[src/rtl/adc_dly_calib.sv]
// ADC input-delay calibration: per lane, sweeps 32 IDELAY taps, finds the
// longest passing window against a training pattern, and loads its centre.
// Ports: i_delay_clk/i_clr (async, active-high), i_start, i_delay_locked,
//   i_lane_data/i_pattern (7 lanes x 2 bits), o_dld (tap strobe per lane),
//   o_dwdata (7 lanes x 5-bit tap), o_busy, o_done, o_fail (per lane), o_err.
// Optional macro ADC_DLY_CAL_MANUAL_EN adds i_man_we/i_man_sel/i_man_tap
//   for direct tap writes while idle.
module adc_dly_calib #(
    parameter int SETTLE_CYC = 16,
    parameter int SAMPLE_CNT = 64
) (
    input  logic        i_delay_clk,
    input  logic        i_clr,
    input  logic        i_start,
    input  logic        i_delay_locked,
    input  logic [13:0] i_lane_data,
    input  logic [13:0] i_pattern,
`ifdef ADC_DLY_CAL_MANUAL_EN
    input  logic        i_man_we,
    input  logic [2:0]  i_man_sel,
    input  logic [4:0]  i_man_tap,
`endif
    output logic [6:0]  o_dld,
    output logic [34:0] o_dwdata,
    output logic        o_busy,
    output logic        o_done,
    output logic [6:0]  o_fail,
    output logic        o_err
);

    typedef enum logic [2:0] {
        IDLE, WAIT_RDY, LOAD, SETTLE, CHECK, NEXT, APPLY, DONE
    } state_t;

    localparam logic [9:0] SET_LAST = 10'(SETTLE_CYC - 1);
    localparam logic [9:0] SMP_LAST = 10'(SAMPLE_CNT - 1);

    state_t      state_q, state_d;
    logic [2:0]  lane_q, lane_d;
    logic [4:0]  tap_q, tap_d;
    logic [9:0]  cnt_q, cnt_d;
    logic        pass_q, pass_d;
    logic [4:0]  cur_start_q, cur_start_d;
    logic [5:0]  cur_len_q, cur_len_d;
    logic [4:0]  best_start_q, best_start_d;
    logic [5:0]  best_len_q, best_len_d;
    logic [6:0]  dld_q, dld_d;
    logic [34:0] dwdata_q, dwdata_d;
    logic [6:0]  fail_q, fail_d;
    logic        err_q, err_d;

    logic        lane_match;
    logic        abort;
    logic [5:0]  run_len;
    logic [4:0]  run_start;
    logic [4:0]  apply_tap;

    assign o_dld    = dld_q;
    assign o_dwdata = dwdata_q;
    assign o_fail   = fail_q;
    assign o_err    = err_q;
    assign o_busy   = (state_q != IDLE) && (state_q != DONE);
    assign o_done   = (state_q == DONE);

    always_comb begin
        lane_match = i_lane_data[{lane_q, 1'b0} +: 2]
                     == i_pattern[{lane_q, 1'b0} +: 2];
        // Losing the IDELAYCTRL lock invalidates any tap measurement.
        abort = !i_delay_locked && (state_q inside {LOAD, SETTLE, CHECK, NEXT, APPLY});
        // Run that includes the tap just measured; a run still open at
        // tap 31 is thereby scored without a separate end-of-sweep step.
        run_len   = pass_q ? cur_len_q + 6'd1 : 6'd0;
        run_start = (pass_q && cur_len_q == 6'd0) ? tap_q : cur_start_q;
        apply_tap = (best_len_q == 6'd0) ? 5'd16
                  : best_start_q + best_len_q[5:1];
    end

    always_comb begin
        state_d      = state_q;
        lane_d       = lane_q;
        tap_d        = tap_q;
        cnt_d        = cnt_q;
        pass_d       = pass_q;
        cur_start_d  = cur_start_q;
        cur_len_d    = cur_len_q;
        best_start_d = best_start_q;
        best_len_d   = best_len_q;
        dld_d        = '0;
        dwdata_d     = dwdata_q;
        fail_d       = fail_q;
        err_d        = err_q;
        if (abort) begin
            state_d = DONE;
            err_d   = 1'b1;
        end else begin
            unique case (state_q)
                IDLE: begin
                    if (i_start) begin
                        state_d      = WAIT_RDY;
                        lane_d       = '0;
                        tap_d        = '0;
                        fail_d       = '0;
                        err_d        = 1'b0;
                        cur_start_d  = '0;
                        cur_len_d    = '0;
                        best_start_d = '0;
                        best_len_d   = '0;
                    end
`ifdef ADC_DLY_CAL_MANUAL_EN
                    else if (i_man_we && i_man_sel != 3'd7) begin
                        dwdata_d[int'(i_man_sel) * 5 +: 5] = i_man_tap;
                        dld_d[i_man_sel] = 1'b1;
                    end
`endif
                end
                WAIT_RDY: begin
                    if (i_delay_locked) state_d = LOAD;
                end
                LOAD: begin
                    dwdata_d[int'(lane_q) * 5 +: 5] = tap_q;
                    dld_d[lane_q] = 1'b1;
                    cnt_d   = '0;
                    state_d = SETTLE;
                end
                SETTLE: begin
                    if (cnt_q == SET_LAST) begin
                        cnt_d   = '0;
                        pass_d  = 1'b1;
                        state_d = CHECK;
                    end else begin
                        cnt_d = cnt_q + 10'd1;
                    end
                end
                CHECK: begin
                    pass_d = pass_q & lane_match;
                    if (cnt_q == SMP_LAST) begin
                        cnt_d   = '0;
                        state_d = NEXT;
                    end else begin
                        cnt_d = cnt_q + 10'd1;
                    end
                end
                NEXT: begin
                    cur_len_d   = run_len;
                    cur_start_d = run_start;
                    // Strictly longer only: the earliest of equal windows stays.
                    if (run_len > best_len_q) begin
                        best_len_d   = run_len;
                        best_start_d = run_start;
                    end
                    if (tap_q == 5'd31) begin
                        state_d = APPLY;
                    end else begin
                        tap_d   = tap_q + 5'd1;
                        state_d = LOAD;
                    end
                end
                APPLY: begin
                    dwdata_d[int'(lane_q) * 5 +: 5] = apply_tap;
                    dld_d[lane_q] = 1'b1;
                    if (best_len_q == 6'd0) fail_d[lane_q] = 1'b1;
                    if (lane_q == 3'd6) begin
                        state_d = DONE;
                        err_d   = |fail_d;
                    end else begin
                        lane_d       = lane_q + 3'd1;
                        tap_d        = '0;
                        cur_start_d  = '0;
                        cur_len_d    = '0;
                        best_start_d = '0;
                        best_len_d   = '0;
                        state_d      = LOAD;
                    end
                end
                DONE: state_d = IDLE;
            endcase
        end
    end

    always_ff @(posedge i_delay_clk or posedge i_clr) begin
        if (i_clr) begin
            state_q      <= IDLE;
            lane_q       <= '0;
            tap_q        <= '0;
            cnt_q        <= '0;
            pass_q       <= 1'b0;
            cur_start_q  <= '0;
            cur_len_q    <= '0;
            best_start_q <= '0;
            best_len_q   <= '0;
            dld_q        <= '0;
            dwdata_q     <= '0;
            fail_q       <= '0;
            err_q        <= 1'b0;
        end else begin
            state_q      <= state_d;
            lane_q       <= lane_d;
            tap_q        <= tap_d;
            cnt_q        <= cnt_d;
            pass_q       <= pass_d;
            cur_start_q  <= cur_start_d;
            cur_len_q    <= cur_len_d;
            best_start_q <= best_start_d;
            best_len_q   <= best_len_d;
            dld_q        <= dld_d;
            dwdata_q     <= dwdata_d;
            fail_q       <= fail_d;
            err_q        <= err_d;
        end
    end

endmodule
[config.mk]
export PLATFORM = sky130hd
export DESIGN_NAME = adc_dly_calib
export DESIGN_NICKNAME = d
export VERILOG_FILES = /design/src/rtl/adc_dly_calib.sv
export SDC_FILE = /design/constraint.sdc
export NUM_CORES = 1
export LEC_CHECK = 0
export CAP_MARGIN = 20
export CORE_AREA = 2 2 100 122
export DETAILED_ROUTE_END_ITERATION = 10
export DIE_AREA = 0 0 102 124
export GPL_TIMING_DRIVEN = 0
export PLACE_DENSITY_LB_ADDON = 0.3
export SLEW_MARGIN = 20
export SYNTH_ARGS = -nofsm -noshare
export SYNTH_HDL_FRONTEND = slang
export SYNTH_SLANG_ARGS = --single-unit
[constraint.sdc]
create_clock -name i_delay_clk -period 3.65 [get_ports i_delay_clk]
set_clock_uncertainty 0.05 [all_clocks]
set_input_delay 0.365 -clock i_delay_clk [delete_from_list [all_inputs] [get_ports i_delay_clk]]
set_output_delay 0.365 -clock i_delay_clk [all_outputs]
set_load 0.02 [all_outputs]
==> results.txt, run 1 <==
----------------------------------------------------
[Global routing]
  Gr usage total ... between 20% and 30%
  Number of global-route vias before repair ... between 4,000 and 5,000
  Total overflow reported by the global router ... 0
  Number of antenna violations at the first check in global routing ... 0
  Pin count of the biggest net entering global routing ... 50
  Global-route wire length before repair ... just over 20,000 um

[CTS]
  # resized after CTS ... 0
  # clock sinks ... 94
  Worst-Skew Late Latency ... between 0.3 and 0.4 ns
  Total of hold buffers inserted after clock tree synthesis ... 0
  Cell at the root of the clock tree ... sky130_fd_sc_hd__clkbuf_16
  H-Tree Depth ... 3
  TritonCTS Buffers ... 9
  Maximum buffer depth of the clock tree ... 2
  CTS tree ... yes
  Clock Pin Slew Worst Setup and Hold Paths ... 0.07 ns
  Setup fix buffers added after clock tree synthesis ... 0

[Detailed routing]
  Detailed Route WL ... roughly 13,000 um
  Number of DRC markers after the initial detailed-route iteration ... between 200 and 250
  Post-DRT Antenna Nets ... 0
  Via count ... 4,307
  Post-detailed-route wirelength per cell ... roughly 16 um
  Count of unresolved DRC violations after routing ... 0
  Iteration count of the initial detailed-routing pass ... 4
  Routed vias/inst ... roughly 5.5

[Worst setup path]
  Register-to-register setup slack ... 0.52 ns
  Crit-path max cell delay ... 0.53 ns
  Logic depth of the worst register-to-register path ... 10
  Cell Chain, Critical Path ... clkbuf_1 -> inv_1 -> ha_1 -> and4b_1 -> o21ai_2 -> nand2_1 -> or2_1 -> o21bai_1 -> buf_2 -> a22o_1
  Worst reg2reg endpoint ... best_len_q[3]
  Worst Path Required ... ~3.8 ns
  Dominant delay contributor by cell family on the critical path ... buffers and inverters
  Worst setup path category ... register to register
  Arrival time of data at the critical path endpoint ... 3.31 ns
  Type of destination of the critical path ... register
  Highest net fanout along the worst path ... 10
  Cell with the largest stage delay on the worst path ... sky130_fd_sc_hd__dfrtp_1
  CP bufs+invs ... 3
  Startpoint types ... register
  Reg2reg start ... lane_q[0]

[Synth]
  Synth async-reset ratio ... 100.0%
  Warnings, synthesis ... 0
  Total standard cell area after synthesis ... between 5000 and 6000 um^2
  Most used flip-flop cell after synthesis ... sky130_fd_sc_hd__dfrtp_1
  Post-synth EDFFs ... 0
  Average cell area after synthesis ... 9.589 um^2
  Sequential fraction of the synthesis area ... 46.55%
  Flop and latch count out of synthesis ... 94
  Share of Yosys cell area claimed by the top area cell type ... between 40% and 50%
  Number of distinct library cells after synthesis ... 62
  Post-synth net total ... slightly below 600
  Ranking of synthesized cells by area ... sky130_fd_sc_hd__dfrtp_1 47%, sky130_fd_sc_hd__nand2_1 5.3%, sky130_fd_sc_hd__ha_1 5.0%
  Synthesized instance count ... between 500 and 600
  Biggest area consumer among synthesized cells ... sky130_fd_sc_hd__dfrtp_1

[Outcome]
  Run status ... finished, final reports clean

[Place]
  GPL Wtd Cong ... between 0.8 and 0.9
  Detailed placer's ending HPWL ... roughly 9500 um
  Dpl ws ... 0.5214 ns
  PortBufs ... just over 80
  Cell count after placement ... roughly 770

[Floorplan]
  Die height ... about 120 um
  Count of pins on the block boundary ... 84
  Die area ... about 13,000 um^2
  Standard-cell row count ... 43
  Starting density of the core ... 44.31%
  Total core area ... approximately 11,000 um^2
  Die width ... a little over 100 um

[Cells and area]
  Number of filler instances in the final layout ... 1,035
  Number of antenna repair diodes ... 0
  Final std cells w/o fill ... slightly below 800
  Layout net count ... around 680
  Layout cells sized above 1 ... about 6.4%
  Area grow syn2layout ... 27.16%

[STA]
  Achievable clock frequency ... approximately 0.32 GHz
  Ratio of final minimum period to clock period ... roughly 86%
  Total setup violations reported at the end of the flow ... 0
  Final hold violation count ... 0
  Smallest setup slack after layout ... about 0.52 ns
  Final Max Tran Viols ... 0
  Tmin final ... around 3.1 ns
  Unrepaired setup endpoints after global routing ... false
  Sum of negative setup slack ... 0 ns
  Relative slew margins ... about two fifths
  Worst-Margin Slew ... roughly 0.9 ns

[Pwr]
  Max VDD drop ... between 0.3 and 0.4 mV
  Power density cells ... 576.4 nW/um^2
  Leakage Power ... roughly 2.8 nW

[Hold path]
  Class of the tightest hold or removal check ... input pin to async pin

[Flow run]
  Max capacitance violation total ... 0

----------------------------------------------------
where the power goes:
| group | internal, W | switching [W] | total (W) | leakage (nW) |
|---|---|---|---|---|
| Clock | 0.000599 | 0.000395 | 0.000994 | 0.152 |
| Combinational | 0.000548 | 0.000867 | 0.00141 | 1.34 |
| Sequential | 0.00117 | 0.000127 | 0.00129 | 1.29 |
worst max path at each step:
| stage | startpoint | to | cells after the start |
|---|---|---|---|
| 2_1_floorplan | i_clr | best_len_q[0] | 1 |
| 3_3_place_gp | i_clr | cnt_q[8] | 2 |
| 3_5_place_dp | lane_q[0] | best_len_q[3] | 10 |
| 4_1_cts | lane_q[0] | best_len_q[3] | 10 |
| 5_1_grt | lane_q[0] | best_len_q[3] | 10 |
| 6_report | lane_q[0] | best_len_q[3] | 10 |
through the flow:
stage | util, % | power [W] | cell area (um^2) | hold WS [ns]
global route | 56.34 | 0.003901 | 6426 | 0.4528
floorplan | - | 0.002235 | 5054 | 0.3927
global placement | 53.31 | 0.002680 | 6081 | 0.4084
CTS | 56.34 | 0.003716 | 6426 | 0.4311
finish | 56.34 | 0.003704 | 6426 | 0.4157
detailed placement | 53.58 | 0.002726 | 6111 | 0.4169
cells in the mapped netlist, types with 3 or more instances:
| master | instances |
|---|---|
| sky130_fd_sc_hd__o21a_1 | 3 |
| sky130_fd_sc_hd__inv_1 | 18 |
| sky130_fd_sc_hd__nor4_1 | 6 |
| sky130_fd_sc_hd__ha_1 | 20 |
| sky130_fd_sc_hd__nor2b_1 | 6 |
| sky130_fd_sc_hd__clkbuf_1 | 9 |
| sky130_fd_sc_hd__nand3b_1 | 4 |
| sky130_fd_sc_hd__nand2_1 | 72 |
| sky130_fd_sc_hd__nand2b_1 | 6 |
| sky130_fd_sc_hd__nor2_1 | 36 |
| sky130_fd_sc_hd__o31ai_1 | 23 |
| sky130_fd_sc_hd__and3_1 | 11 |
| sky130_fd_sc_hd__a31oi_1 | 8 |
| sky130_fd_sc_hd__a32oi_1 | 3 |
| sky130_fd_sc_hd__nor3_1 | 10 |
| sky130_fd_sc_hd__buf_2 | 8 |
| sky130_fd_sc_hd__a21o_1 | 5 |
| sky130_fd_sc_hd__o21bai_1 | 3 |
| sky130_fd_sc_hd__mux2i_1 | 13 |
| sky130_fd_sc_hd__a22o_1 | 13 |
| sky130_fd_sc_hd__o2bb2ai_1 | 7 |
| sky130_fd_sc_hd__o21ai_1 | 13 |
| sky130_fd_sc_hd__xnor2_1 | 6 |
| sky130_fd_sc_hd__nand3_1 | 16 |
| sky130_fd_sc_hd__and2_1 | 5 |
| sky130_fd_sc_hd__a21oi_1 | 26 |
| sky130_fd_sc_hd__xor2_1 | 6 |
| sky130_fd_sc_hd__dfrtp_1 | 94 |
| sky130_fd_sc_hd__buf_1 | 3 |
| sky130_fd_sc_hd__o21ai_0 | 31 |
sequential cells by signal, summed over array words and instances (netlist names):
| signal | flops |
|---|---|
| o_dwdata | 35 |
| cnt_q | 10 |
| o_dld | 7 |
| o_fail | 7 |
| best_len_q | 6 |
| cur_len_q | 6 |
| best_start_q | 5 |
| cur_start_q | 5 |
| tap_q | 5 |
| lane_q | 3 |
| state_q | 3 |
| o_err | 1 |
| pass_q | 1 |
per-layer routing:
| layer | up-vias | part of all wire [%] | track usage [%] |
|---|---|---|---|
| met3 | 20 | 3.4 | 2.637 |
| met2 | 99 | 52 | 35.20 |
| li1 | 2105 | - | - |
| met1 | 2083 | 43 | 25.90 |
| met5 | - | 0 | 0 |
| met4 | 0 | 1.9 | 8.333 |
cell families after synthesis:
family	after synthesis	synth area share (%)
simple gates	194	18.92
flops	94	46.55
buf+inv	38	3.020
compound gates	151	20.18
mux	17	3.912
xor+xnor	12	2.080
fa+ha+maj	21	5.348
cell usage in the layout, fill, tap and decap left out, types with 16 or more instances in the layout:
master,count
sky130_fd_sc_hd__nand2_1,72
sky130_fd_sc_hd__o21ai_0,31
sky130_fd_sc_hd__nor2_1,36
sky130_fd_sc_hd__nand3_1,16
sky130_fd_sc_hd__clkdlybuf4s50_1,83
sky130_fd_sc_hd__ha_1,20
sky130_fd_sc_hd__a21oi_1,26
sky130_fd_sc_hd__dfrtp_1,94
sky130_fd_sc_hd__inv_1,17
sky130_fd_sc_hd__o31ai_1,23
area by class of cell:
type,instances,area (um^2),share of cell area [%]
flip-flops and latches,94,2352,36.60
repair buffers,84,858.3,13.36
well taps,157,196.4,3.057
clock buffers,10,229.0,3.563
multi-input cells,395,2549,39.66
clock inverters,6,86.33,1.343
inverters,18,70.07,1.090
plain buffers,20,85.08,1.324
(Power assumes the default switching activity.)
==> run 2: changes to the inputs <==
==> constraint.sdc (replaced) <==
create_clock -name i_delay_clk -period 3.7 [get_ports i_delay_clk]
set_clock_uncertainty 0.05 [all_clocks]
set_input_delay 0.37 -clock i_delay_clk [delete_from_list [all_inputs] [get_ports i_delay_clk]]
set_output_delay 0.37 -clock i_delay_clk [all_outputs]
set_load 0.02 [all_outputs]
==> results of run 2 <==
Same layout as run 1 (identical final DEF). Status: finished, final reports clean.
Main changes from that run: setup slack after placement 0.5214 ns -> 0.5714 ns; setup slack after layout 0.5213 ns -> 0.5713 ns; hold slack 0.4157 ns -> 0.4207 ns; register-to-register setup slack 0.52 ns -> 0.57 ns; total power 0.003704 W -> 0.003654 W; worst IR drop on VDD 0.3354 mV -> 0.3309 mV
==> edit 1: new RTL, settings of run 1 <==
Put a register stage on the output `o_done`, cleared by the reset. The value now appears one clock later. The other outputs are not delayed to match.
--- a/src/rtl/adc_dly_calib.sv
+++ b/src/rtl/adc_dly_calib.sv
@@ -60,7 +60,13 @@
     assign o_fail   = fail_q;
     assign o_err    = err_q;
     assign o_busy   = (state_q != IDLE) && (state_q != DONE);
-    assign o_done   = (state_q == DONE);
+    always_ff @(posedge i_delay_clk or posedge i_clr) begin
+        if (i_clr) begin
+            o_done <= '0;
+        end else begin
+            o_done <= (state_q == DONE);
+        end
+    end
 
     always_comb begin
         lane_match = i_lane_data[{lane_q, 1'b0} +: 2]
Formal check against the unedited RTL: not equivalent (Yosys sat finds a counterexample within 4 cycles, from zero or initial values).
==> edit 1 against run 1 <==
- sequential cell count grew 1
- power is 17% higher
- cell area is 2.6% higher
- non-clock buffer count is 1 higher
- sequential share of layout area down 0.54 points
- routed wire length up 5.5%
- maximum frequency rose by 4.7%
- highest routed layer unchanged
- clock power fell by 2.6%
- area after synthesis is 3.5% higher
- global-route usage up 0.71 points
- worst setup slack better by 0.14 ns
==> edit 1: results (changes against run 1) <==
stage;metric;value;unit;change
status;status;finished, final reports clean;;
grt;grt_pass1_vias;4396;;+4.3%
power_and_ir_drop;p_leak;2.88;nW;+3.7%
placed_design;gp_congestion;0.864;;+3.3%
grt;grt_max_degree;52;;+4.0%
yosys;ys_seq_area_frac;0.455;;-0.0109
routing;dr.pass1.iters;5;;+1
yosys;synthAdderAreaFrac;0.0493;;-0.00420
yosys;muxShareOfSynthArea;0.0706;;+0.0315
setup_path;max_stage_delay;0.55;ns;+0.02 ns
grt;grt_pass1_wl;20.9;mm;+2.1%
grt;grt_use_total;0.211;;+0.00710
routing;initialDrtViolationCount;260;;+25%
setup_path;cp_max_fo;10;;unchanged
clock_tree;insertion_delay;0.36;ns;+0.02 ns
yosys;synth_nets;588;;+1.4%
placed_design;post_dp_cell_area;6290;µm²;+2.9%
sta;slew_headroom;0.542;;+0.151
placed_design;dp.final_hpwl;9.84;mm;+3.5%
yosys;ys_top_cells_by_area;dfrtp_1 (45%), nand2_1 (4.7%), ha_1 (4.5%);;
routing;vias;4521;;+5.0%
yosys;yosys.area_share.xor_xnor;0.0184;;-0.00238
routing;finalWirelength;13.3;mm;+5.5%
finish;nets;683;;+1.2%
power_and_ir_drop;ir_drop;0.320;mV;-4.5%
finish;fillers;984;;-4.9%
yosys;synth-compound-area-share;0.187;;-0.0147
yosys;synth_common_cells;dfrtp_1 (95), nand2_1 (65), nor2_1 (43);;
setup_path;critPathArrivalTime;3.18;ns;-0.13 ns
finish;drive_gt1_frac;0.0912;;+0.0274
yosys;synth_cell_types;61;;-1.6%
edit 1: report_power, final:
part	internal, mW	total [mW]	switching [mW]
clock network	0.490	0.968	0.477
registers	1.24	1.42	0.186
logic	0.771	1.94	1.17
total	2.50	4.33	1.83
edit 1: worst paths after layout:
check                           slack (ns)       endpoint  depth (start not counted)         from
worst max register to register        0.66  best_len_q[1]                          8    lane_q[0]
worst max-delay path                  0.66  best_len_q[1]                          8    lane_q[0]
worst min register to register        0.44    o_dwdata[8]                          2  o_dwdata[8]
max in group asynchronous             2.60   cur_len_q[4]                          3        i_clr
min in group i_delay_clk              0.44    o_dwdata[8]                          2  o_dwdata[8]
worst min-delay path                  0.37       o_dld[1]                          2        i_clr
edit 1: metal layers:
layer | track usage | vias up | part of all wire
met5 | 0 | - | 0
met2 | 0.374 | 138 | 0.51
met4 | 0.0850 | 0 | 0.023
li1 | - | 2136 | -
met1 | 0.253 | 2220 | 0.42
met3 | 0.0382 | 27 | 0.046
edit 1: logic make-up after synthesis:
logic type      Yosys count
compound gates          140
xor+xnor                 11
fa+ha+maj                20
buf+inv                  44
flops                    95
mux                      32
simple gates            194
edit 1: final cells by class:
type / instances / area (µm²) / share of cell area
timing repair buffer: 84 / 858 / 0.130
inverter: 23 / 91.3 / 0.0139
clock buffer: 9 / 225 / 0.0342
buffer: 21 / 91.3 / 0.0139
clock inverter: 7 / 76.3 / 0.0116
tap: 157 / 196 / 0.0298
sequential: 95 / 2380 / 0.361
multi-input combinational: 397 / 2680 / 0.406
edit 1: per-stage QoR:
step / cells / setup WS, ns / hold WS [ns]
final: 793 / 0.662 / 0.370
after global routing: 793 / 0.475 / 0.406
after CTS: 793 / 0.677 / 0.389
after detailed placement: 777 / 0.690 / 0.421
after global placement: 776 / -0.599 / 0.410
after floorplan: 536 / 0.758 / 0.416
==> edit 2: new RTL, flow settings as in run 1 <==
Made on the original files. Add a define of `ADC_DLY_CAL_MANUAL_EN`.
--- a/src/rtl/adc_dly_calib.sv
+++ b/src/rtl/adc_dly_calib.sv
@@ -5,6 +5,8 @@
 //   o_dwdata (7 lanes x 5-bit tap), o_busy, o_done, o_fail (per lane), o_err.
 // Optional macro ADC_DLY_CAL_MANUAL_EN adds i_man_we/i_man_sel/i_man_tap
 //   for direct tap writes while idle.
+`define ADC_DLY_CAL_MANUAL_EN
+
 module adc_dly_calib #(
     parameter int SETTLE_CYC = 16,
     parameter int SAMPLE_CNT = 64
Interface: changed (added i_man_sel, i_man_tap and i_man_we); port bits go from 84 to 93. The function was not compared with the original's and may differ.
==> edit 2 against run 1 <==
- core utilization up 7.7 points
- first-iteration DRC count up 90%
- cell area up 14%
- area after synthesis up 16%
- routed wire length up 28%
- sequential cell count unchanged
- power up 34%
- largest cell class unchanged
- register-to-register slack better by 0.28 ns
- hold slack worse by 0.14 ns
- worst setup slack better by 0.24 ns
==> edit 2: results (changes against run 1) <==
stage;metric;value;unit;change
placed_design;port-buffer-count;91;;+9.6%
grt;grt_max_degree;53;;+6.0%
power_and_ir_drop;p_leak;3.12;nW;+12%
finish;drive_gt1_frac;0.0837;;+0.0199
yosys;synth-compound-area-share;0.251;;+0.0491
status;status;finished, final reports clean;;
grt;grt_use_total;0.261;;+0.0566
routing;viasPerCell;6.08;;+11%
setup_path;ff2ff_setup_slack;0.80;ns;+0.28 ns
grt;grt_pass1_vias;5221;;+24%
hold_path;min_path_type;input port to flip-flop;;
grt;grt_pass1_wl;26.0;mm;+27%
setup_path;startpoint;i_man_sel[0];;
setup_path;critPathArrivalTime;3.06;ns;-0.25 ns
yosys;synth_cell_types;76;;+23%
yosys;yosys.area_share.xor_xnor;0.0237;;+0.00286
yosys;muxShareOfSynthArea;0.0358;;-0.00331
routing;post_drt_wl_per_cell;17.9;µm;+12%
routing;dr.pass1.iters;5;;+1
placed_design;dp.final_hpwl;12.3;mm;+29%
finish;nets;801;;+19%
setup_path;cp_slowest_cell;clkdlybuf4s50_1;;
clock_tree;htreeDepth;3;;unchanged
placed_design;gp_congestion;0.928;;+11%
routing;initialDrtViolationCount;395;;+90%
yosys;synth_nets;698;;+20%
sta;worstMarginPinSlew;0.972;ns;+0.0671 ns
power_and_ir_drop;ir_drop;0.358;mV;+6.7%
yosys;synth_common_cells;dfrtp_1 (94), nor2_1 (58), nand2_1 (51);;
yosys;ys_top_cells_by_area;dfrtp_1 (40%), ha_1 (4.9%), a22o_1 (4.2%);;
[edit 2: cell count changes after synthesis, moves of 8 or more]
cell            run 1  this run
o21ai_1            13         3
nand2_1            72        51
nor2b_1             6        16
nand3_1            16        27
inv_1              18        26
a22o_1             13        28
o21ai_0            31        43
o31ai_1            23        11
nor2_1             36        58
o22ai_1             0        10
[edit 2: worst max-delay path by stage]
stage                     cells past startpoint  slack (ns)                         end
after floorplan                               1        0.79  asynchronous set/reset pin
after global placement                        2       -0.54                    o_dld[3]
after detailed placement                      8        0.47                   flip-flop
after CTS                                     9        0.83                   flip-flop
after global routing                          9        0.50                   flip-flop
final                                         9        0.76                   flip-flop
[edit 2: kinds of logic (layout without fill, tap and decap cells)]
kind of cell	Yosys count	count (layout)
xor gates and xnor gates	15	15
DFF	94	94
adders and majority gates	24	24
muxes	20	20
and+or+nand+nor	216	216
buffers and inverters	59	167
AOI/OAI and AO/OA	205	205
[edit 2: report_power, final]
part / switching, mW / internal (mW)
clock: 0.409 / 0.554
combinational: 1.51 / 1.04
sequential: 0.164 / 1.27
[edit 2: layout make-up]
cell class                 count  area, µm²
tap                          157        196
clock buffer                  10        239
fill                         959       4100
sequential                    94       2350
clock inverter                 6       66.3
timing repair buffer          92        931
buffer                        30        174
inverter                      29        111
multi-input combinational    480       3240
[edit 2: metal layers]
layer,share of wire,wire length [µm],GRT usage
met1,0.41,6640,0.322
met2,0.51,8160,0.456
met3,0.045,732,0.0404
met4,0.035,561,0.103
met5,0,0,0
[edit 2: per-stage QoR]
stage               hold WS (ns)  TNS (ns)  instances
floorplan                  0.397         0        633
global placement           0.417    -50.48        881
detailed placement         0.427         0        882
CTS                        0.272         0        898
global route               0.297         0        898
finish                     0.280         0        898
[edit 2: worst max-delay path, delay by kind of cell]
family	cells	cell delay, ns
simple gates	2	0.66
buf+inv	2	0.87
fa+ha+maj	1	0.28
compound gates	4	0.86
